$ cat src/rtl/register_restore_pkg.sv
// Shared types and constants for the register-file rollback engine.
package restore_pkg;

    // Default architectural register width used by the core.
    localparam int DATA_WIDTH_DEF = 32;

    // Register-file address width (32 architectural registers).
    localparam int REG_ADDR_W = 5;

    typedef enum logic [1:0] {
        R_IDLE,
        R_DRAIN,
        R_RESTORE,
        R_FINISH
    } restore_state_t;

endpackage

$ cat src/rtl/register_restore_if.sv
// Bundle between hazard control, the rollback engine and the register-file write ports.
interface register_restore_if #(
    parameter int DATA_WIDTH      = 32,
    parameter int NUM_REGS        = 32,
    parameter int PORTS_PER_CYCLE = 4
);

    // Request side (hazard control / snapshot capture)
    logic                                              restore_req;
    logic                                              snapshot_valid;
    logic [NUM_REGS-1:0][DATA_WIDTH-1:0]               regs_snapshot;

    // Register-file write ports and status back to hazard control
    logic [PORTS_PER_CYCLE-1:0]                        rf_we;
    logic [PORTS_PER_CYCLE-1:0][restore_pkg::REG_ADDR_W-1:0] rf_waddr;
    logic [PORTS_PER_CYCLE-1:0][DATA_WIDTH-1:0]        rf_wdata;
    logic                                              stall;
    logic                                              done;
    logic                                              err;

    modport master (
        output restore_req, snapshot_valid, regs_snapshot,
        input  rf_we, rf_waddr, rf_wdata, stall, done, err
    );

    modport slave (
        input  restore_req, snapshot_valid, regs_snapshot,
        output rf_we, rf_waddr, rf_wdata, stall, done, err
    );

endinterface

$ cat src/rtl/register_restore.sv
// Rollback engine: after a misprediction, drains one cycle, freezes a copy of the
// register snapshot and streams it into the register file PORTS_PER_CYCLE registers
// per cycle while stalling the pipeline. Requests arriving mid-restore queue one re-run.
module register_restore
    import restore_pkg::*;
#(
    parameter int DATA_WIDTH      = DATA_WIDTH_DEF,
    parameter int NUM_REGS        = 32,
    parameter int PORTS_PER_CYCLE = 4
) (
    input  logic               clk,
    input  logic               rst,
    register_restore_if.slave  bus
);

    localparam int IDX_W = $clog2(NUM_REGS) + 1;   // one spare bit so idx never wraps
    localparam int SEL_W = $clog2(NUM_REGS);
    localparam int P     = PORTS_PER_CYCLE;

    if ((NUM_REGS % PORTS_PER_CYCLE) != 0) begin : g_param_check
        $error("register_restore: NUM_REGS must be a multiple of PORTS_PER_CYCLE");
    end

    restore_state_t                 state_q, state_d;
    logic [IDX_W-1:0]               idx_q, idx_d;
    logic                           pending_q, pending_d;
    logic [DATA_WIDTH-1:0]          copy_q [NUM_REGS];
    logic                           stall_q, stall_d;
    logic                           done_q, done_d;
    logic                           err_q, err_d;
    logic [P-1:0]                   rf_we_q, rf_we_d;
    logic [P-1:0][REG_ADDR_W-1:0]   rf_waddr_q, rf_waddr_d;
    logic [P-1:0][DATA_WIDTH-1:0]   rf_wdata_q, rf_wdata_d;

    logic [IDX_W-1:0]               idx_step;
    logic                           last_batch;
    logic                           load_rf;
    logic [IDX_W-1:0]               base;

    // Write ports are registered, so each cycle prepares the batch shown next cycle:
    // DRAIN prepares batch 0 straight from the snapshot (being latched this same edge),
    // RESTORE prepares the following batch from the frozen copy.
    assign idx_step   = idx_q + IDX_W'(P);
    assign last_batch = (idx_step >= IDX_W'(NUM_REGS));
    assign load_rf    = (state_q == R_DRAIN) || ((state_q == R_RESTORE) && !last_batch);
    assign base       = (state_q == R_DRAIN) ? '0 : idx_step;

    for (genvar gi = 0; gi < P; gi++) begin : g_port
        logic [SEL_W-1:0]      sel;
        logic [REG_ADDR_W-1:0] addr;

        // Address is 5-bit wrap-free by construction: idx[4:0]+p never carries past 31.
        assign sel              = SEL_W'(base) + SEL_W'(gi);
        assign addr             = REG_ADDR_W'(base) + REG_ADDR_W'(gi);
        assign rf_we_d[gi]      = load_rf && (addr != '0);   // r0 is hard-wired, never written
        assign rf_waddr_d[gi]   = load_rf ? addr : '0;
        assign rf_wdata_d[gi]   = !load_rf                ? '0 :
                                  (state_q == R_DRAIN)    ? bus.regs_snapshot[sel] :
                                                            copy_q[sel];
    end

    // Next-state logic for the rollback sequence and the one-deep request queue
    always_comb begin
        state_d   = state_q;
        idx_d     = idx_q;
        pending_d = pending_q;
        done_d    = 1'b0;
        err_d     = 1'b0;
        case (state_q)
            R_IDLE: begin
                if (bus.restore_req) begin
                    if (bus.snapshot_valid) state_d = R_DRAIN;
                    else                    err_d   = 1'b1;
                end
            end
            R_DRAIN: begin
                if (bus.restore_req) pending_d = 1'b1;
                state_d = R_RESTORE;
                idx_d   = '0;
            end
            R_RESTORE: begin
                if (bus.restore_req) pending_d = 1'b1;
                if (last_batch) begin
                    state_d = R_FINISH;
                    done_d  = 1'b1;
                end else begin
                    idx_d = idx_step;
                end
            end
            R_FINISH: begin
                // A request landing in FINISH itself is folded into the queued re-run.
                if (pending_q || bus.restore_req) begin
                    pending_d = 1'b0;
                    if (bus.snapshot_valid) begin
                        state_d = R_DRAIN;
                    end else begin
                        state_d = R_IDLE;
                        err_d   = 1'b1;
                    end
                end else begin
                    state_d = R_IDLE;
                end
            end
            default: state_d = R_IDLE;
        endcase
        stall_d = (state_d == R_DRAIN) || (state_d == R_RESTORE);
    end

    // State, frozen snapshot copy and registered outputs
    always_ff @(posedge clk or posedge rst) begin
        if (rst) begin
            state_q    <= R_IDLE;
            idx_q      <= '0;
            pending_q  <= 1'b0;
            stall_q    <= 1'b0;
            done_q     <= 1'b0;
            err_q      <= 1'b0;
            rf_we_q    <= '0;
            rf_waddr_q <= '0;
            rf_wdata_q <= '0;
            for (int i = 0; i < NUM_REGS; i++) copy_q[i] <= '0;
        end else begin
            state_q    <= state_d;
            idx_q      <= idx_d;
            pending_q  <= pending_d;
            stall_q    <= stall_d;
            done_q     <= done_d;
            err_q      <= err_d;
            rf_we_q    <= rf_we_d;
            rf_waddr_q <= rf_waddr_d;
            rf_wdata_q <= rf_wdata_d;
            if (state_q == R_DRAIN) begin
                for (int i = 0; i < NUM_REGS; i++) copy_q[i] <= bus.regs_snapshot[i];
            end
        end
    end

    assign bus.rf_we    = rf_we_q;
    assign bus.rf_waddr = rf_waddr_q;
    assign bus.rf_wdata = rf_wdata_q;
    assign bus.stall    = stall_q;
    assign bus.done     = done_q;
    assign bus.err      = err_q;

endmodule
$ cat src/flat_wrapper.sv
// flat-port wrapper written by rule: the top's interface ports become plain ports
module register_restore_flat import restore_pkg::*;
#(
    parameter int DATA_WIDTH      = DATA_WIDTH_DEF,
    parameter int NUM_REGS        = 32,
    parameter int PORTS_PER_CYCLE = 4
)
  (clk, rst, bus_restore_req, bus_snapshot_valid, bus_regs_snapshot, bus_rf_we, bus_rf_waddr, bus_rf_wdata, bus_stall, bus_done, bus_err);
  register_restore_if #(.DATA_WIDTH(DATA_WIDTH), .NUM_REGS(NUM_REGS), .PORTS_PER_CYCLE(PORTS_PER_CYCLE)) bus_i ();
  input  logic clk;
  input  logic rst;
  input wire logic [$bits(bus_i.restore_req)-1:0] bus_restore_req;
  input wire logic [$bits(bus_i.snapshot_valid)-1:0] bus_snapshot_valid;
  input wire logic [$bits(bus_i.regs_snapshot)-1:0] bus_regs_snapshot;
  output wire logic [$bits(bus_i.rf_we)-1:0] bus_rf_we;
  output wire logic [$bits(bus_i.rf_waddr)-1:0] bus_rf_waddr;
  output wire logic [$bits(bus_i.rf_wdata)-1:0] bus_rf_wdata;
  output wire logic [$bits(bus_i.stall)-1:0] bus_stall;
  output wire logic [$bits(bus_i.done)-1:0] bus_done;
  output wire logic [$bits(bus_i.err)-1:0] bus_err;
  assign bus_i.restore_req = bus_restore_req;
  assign bus_i.snapshot_valid = bus_snapshot_valid;
  assign bus_i.regs_snapshot = bus_regs_snapshot;
  assign bus_rf_we = bus_i.rf_we;
  assign bus_rf_waddr = bus_i.rf_waddr;
  assign bus_rf_wdata = bus_i.rf_wdata;
  assign bus_stall = bus_i.stall;
  assign bus_done = bus_i.done;
  assign bus_err = bus_i.err;
  register_restore #(.DATA_WIDTH(DATA_WIDTH), .NUM_REGS(NUM_REGS), .PORTS_PER_CYCLE(PORTS_PER_CYCLE)) u_core (.clk(clk), .rst(rst), .bus(bus_i));
endmodule
$ cat config.mk
export PLATFORM = sky130hd
export DESIGN_NAME = register_restore_flat
export DESIGN_NICKNAME = d
export VERILOG_FILES = /design/src/rtl/register_restore_pkg.sv /design/src/rtl/register_restore_if.sv /design/src/rtl/register_restore.sv /design/src/flat_wrapper.sv
export SDC_FILE = /design/constraint.sdc
export NUM_CORES = 2
export LEC_CHECK = 0
export CORE_AREA = 2 2 459 461
export CTS_BUF_LIST = sky130_fd_sc_hd__clkbuf_8
export DETAILED_ROUTE_END_ITERATION = 8
export DIE_AREA = 0 0 461 463
export GPL_ROUTABILITY_DRIVEN = 0
export PLACE_DENSITY = 0.47
export SLEW_MARGIN = 20
export SYNTH_ARGS = -nofsm -noshare
export SYNTH_HDL_FRONTEND = slang
export SYNTH_SLANG_ARGS = --single-unit
$ cat constraint.sdc
create_clock -name clk -period 65.9 [get_ports clk]
set_input_delay 13.18 -clock clk [delete_from_list [all_inputs] [get_ports clk]]
set_output_delay 13.18 -clock clk [all_outputs]
set_load 0.1 [all_outputs]
Word-level counts from Yosys, hierarchy flattened. Cells that the tools add are included. W data, S select, Z words.

Reductions and logical operators: 19. Add/sub/neg operators: 4. Bitwise gates (word level): 4. Order comparisons: 9. Mux-type cells: 50. Equal/unequal tests: 8.

Operator list (number): $bmux W32 S5 (8); $mux W32 (20); $ge A6 B6 Y1 const B (5); $mux W5 (5); $lt A5 B6 Y1 const B (4); $not A5 Y6 (4); $reduce_bool A5 Y1 (4); $pmux W6 S2 (1); $add A5 B2 Y5 const B (2); $mux W1 (9); $pmux W2 S4 (1); $add A6 B3 Y6 const B (1); $eq A2 B2 Y1 const B (3); $mux W2 (3); $mux W6 (1); $add A5 B1 Y5 const B (1); $logic_and A1 B1 Y1 (5); $eq A2 B1 Y1 const B (2); $ne A2 B1 Y1 const B (2); $pmux W1 S2 (2); $reduce_bool A2 Y1 (2); $logic_or A1 B1 Y1 (3); $reduce_and A3 Y1 (1); $logic_not A2 Y1 (1); other kinds (4) (4).

Logic and storage cells: 141. Flip-flop bits (word level): 1188. Bits of input ports: 1028.

Depth between registers and ports, before layout.
Depth in word-level cells: 9. Depth in mapped cells: 14. Mapped depth without buffers: 9.

Worst setup path before layout. Ideal clock, no wire load.

Path type: reg2out. Start point: register, netlist name u_core.bus.rf_waddr[1]. End point: output bus_rf_waddr[10]. Cell stages (with the launch flop): 2. Slack: 51.379 ns. Data required time: 52.720 ns. Arrival time: 1.341 ns. Path through: dfrtp_1 -> buf_4.

RTL lines: end: declaration (line flat_wrapper.sv:16) `output wire logic [$bits(bus_i.rf_waddr)-1:0] bus_rf_waddr;`.

==> impl_metrics.ini <==
[worst_setup_path]
critPathLaunchType = input port
endpoint = u_core.copy_q[91]
crit-reg2reg-launch = u_core.idx_q[2]
reg2regPathDepth = 9
arrival_ps = 18280
r2r_slack_ps = 59890
crit_type = input port to async pin
startpoint = rst
endpoint_kind = async pin
worstPathMaxFanout = 121
crit_required_ps = 66890
r2r_end = u_core.bus.rf_wdata[49]

[place]
post-place-cells = 7484
io_buffer_count = 1181
post-place-ws_ps = 47000
dpl.hpwl_um = 159000
placed_area_sq_um = 68600

[outcome]
violations = max-slew violations
status = finished with violations

[global_route]
antenna_found_initial = 167
grt_max_degree = 165
grt_overflow_total = 0
first_global_vias = 39740
grt_pass1_wl_um = 307000
track_usage = 0.201

[pwr]
p_per_area_nw_per_um2 = 54.5
p_int_w = 0.00239
pwr-share-comb = 0.498
pwr-share-clk = 0.180
p_leak_nw = 29.6
p_sw_w = 0.00160
pwr-share-seq = 0.322
peakVddDrop_mv = 0.0529
sw_frac_of_total = 0.400

[layout]
utilization = 0.351
design_area_sq_um = 73200
seq_area_sq_um = 29400
synthToLayoutAreaGrowth_pct = 35.3
multi_input_area_sq_um = 23200
instances_no_fill = 7940
fillers = 20616
num-nets-final = 5938
drive_gt1_frac = 0.333

[clocking]
path_clk_slew_ps = 60
cts.sinks = 1174
clock_latency_ps = 960
cts_setup_buffers = 0
clockBufferDepth = 3
cts_tree = done
cts_resized = 0
htreeDepth = 4
numCtsBuffers = 220
ctsHoldBuffers = 0
clockRootBuffer = clkbuf_8

[routing]
drt_iter0_drc = 1796
routed_wl_um = 219000
via_per_inst = 4.69
drtPass1Iterations = 7
drc = 0
routedWlPerCell_um = 27.6
dr_total_vias = 37228
postRouteAntennaNets = 0

[sta]
finalMaxSlewViolations = 68
slew_headroom = -2.20
worst_clock_skew_ps = 52.8
max_freq_mhz = 57.8
setup_viol = 0
finalHoldViolations = 0
timing.setup.tns_ps = 0
rsz0062_at_grt = false
worst_slack_ps = 48600
worst_slew_pin_slew_ps = 4790
final.min_clock_period_ps = 17300
period_share = 0.262

[yosys]
synth_cell_types = 56
synth.most_common_cell = dfrtp_1
synth_top_cell_area_share = 0.543
synth_edf_count = 0
synth_seq_cells = 1174
ys_seq_area_frac = 0.543
async_reset_ff_frac = 1.00
synthFlopType = dfrtp_1
synth_top_cells_by_count = dfrtp_1 (1174), mux2_2 (1041), mux2i_1 (301), buf_2 (183), mux4_2 (181)
avgSynthCellArea_sq_um = 14.5
synth.cell_area_sq_um = 54100
synthCells = 3721
yosys.area.top_type = dfrtp_1
yosys_warnings = 0
yosys-top-cells-area = dfrtp_1 (54%), mux2_2 (22%), mux4_2 (7.5%)

[die]
start_util = 0.259
die_x_um = 461
pin_count = 1183
core_sq_um = 209000
rows = 168
die-area_sq_um = 213000
die_h_um = 463

[job]
drv_cap = 0

[hold_path]
hold_class = flip-flop to flip-flop
==> worst max-delay path, cell delays in order <==
cell	delay, ps
clkdlybuf4s50_1	500
inv_8	610
buf_4	800
buf_4	780
buf_4	660
buf_4	780
buf_6	680
==> cell families (layout without fill, tap and decap cells) <==
logic type,Yosys count,after routing,share of synthesized area
AND/OR/NAND/NOR,283,283,0.0249
XOR/XNOR,8,8,0.00241
multiplexers,1525,1525,0.348
other,1,62,0.0000693
AO/OA/AOI/OAI,400,400,0.0492
flip-flops,1174,1174,0.543
buffers and inverters,323,1676,0.0304
adder cells (fa/ha/maj),7,7,0.00162
==> stage by stage <==
step	hold slack, ps	total power, W
floorplan	442	0.00275
global placement	463	0.00327
detailed placement	487	0.00330
CTS	500	0.00404
global route	511	0.00424
finish	498	0.00399
==> cells in the final DEF, fill, tap and decap left out, drive strengths merged, types with 4 or more instances in the layout <==
| cell | n |
|---|---|
| o221a | 6 |
| clkinvlp | 5 |
| o32ai | 10 |
| mux2 | 1042 |
| conb | 4 |
| o22ai | 40 |
| or3 | 11 |
| nor2b | 12 |
| ha | 7 |
| diode | 58 |
| dfrtp | 1174 |
| buf | 75 |
| a2111oi | 37 |
| a22o | 7 |
| xnor2 | 5 |
| clkdlybuf4s50 | 1171 |
| a21oi | 102 |
| clkinv | 14 |
| nand2b | 5 |
| clkbuf | 274 |
| a211oi | 19 |
| mux4 | 182 |
| inv | 135 |
| o21ai | 156 |
| o221ai | 13 |
| mux2i | 301 |
| nor3 | 49 |
| nand2 | 93 |
| nor2 | 105 |
==> layout make-up <==
cell class | instances | area share
clock inverter | 122 | 0.00874
antenna | 58 | 0.00198
timing repair buffer | 1246 | 0.169
tap | 2805 | 0.0480
inverter | 34 | 0.00185
sequential | 1174 | 0.402
clock buffer | 274 | 0.0515
multi-input combinational | 2227 | 0.317
==> registers in the layout, summed over array words and instances (netlist names) <==
signal               flops
u_core.copy_q         1024
u_core.bus.stall         1
u_core.bus.rf_wdata    128
u_core.bus.err           1
u_core.idx_q             4
u_core.bus.done          1
u_core.bus.rf_waddr     10
u_core.bus.rf_we         2
u_core.state_q           2
u_core.pending_q         1
==> per-layer routing <==
metal  vias to the layer above  wire, um  GRT usage
met5                         -       749          0
met2                      1214    106000      0.331
met4                       118      5460     0.0620
li1                      16234         -          -
met1                     19206     86900      0.238
met3                       456     19900     0.0824
==> worst min path at each step <==
stage | slack [ps] | cells past startpoint | startpoint | end
finish | 500 | 2 | u_core.copy_q[99] | u_core.copy_q[99]
global route | 510 | 1 | u_core.copy_q[618] | u_core.copy_q[618]
CTS | 500 | 2 | u_core.copy_q[99] | u_core.copy_q[99]
detailed placement | 490 | 2 | u_core.copy_q[99] | u_core.copy_q[99]
global placement | 460 | 2 | u_core.copy_q[99] | u_core.copy_q[99]
floorplan | 440 | 2 | u_core.copy_q[99] | u_core.copy_q[99]
==> power by group through the flow <==
stage / combinational (W) / clock, W / sequential (W)
floorplan: 0.00131 / 0 / 0.00145
CTS: 0.00201 / 0.000748 / 0.00128
finish: 0.00198 / 0.000719 / 0.00128
global placement: 0.00199 / 0 / 0.00129
detailed placement: 0.00201 / 0 / 0.00129
global route: 0.00213 / 0.000781 / 0.00133
(Power assumes the default switching activity.)
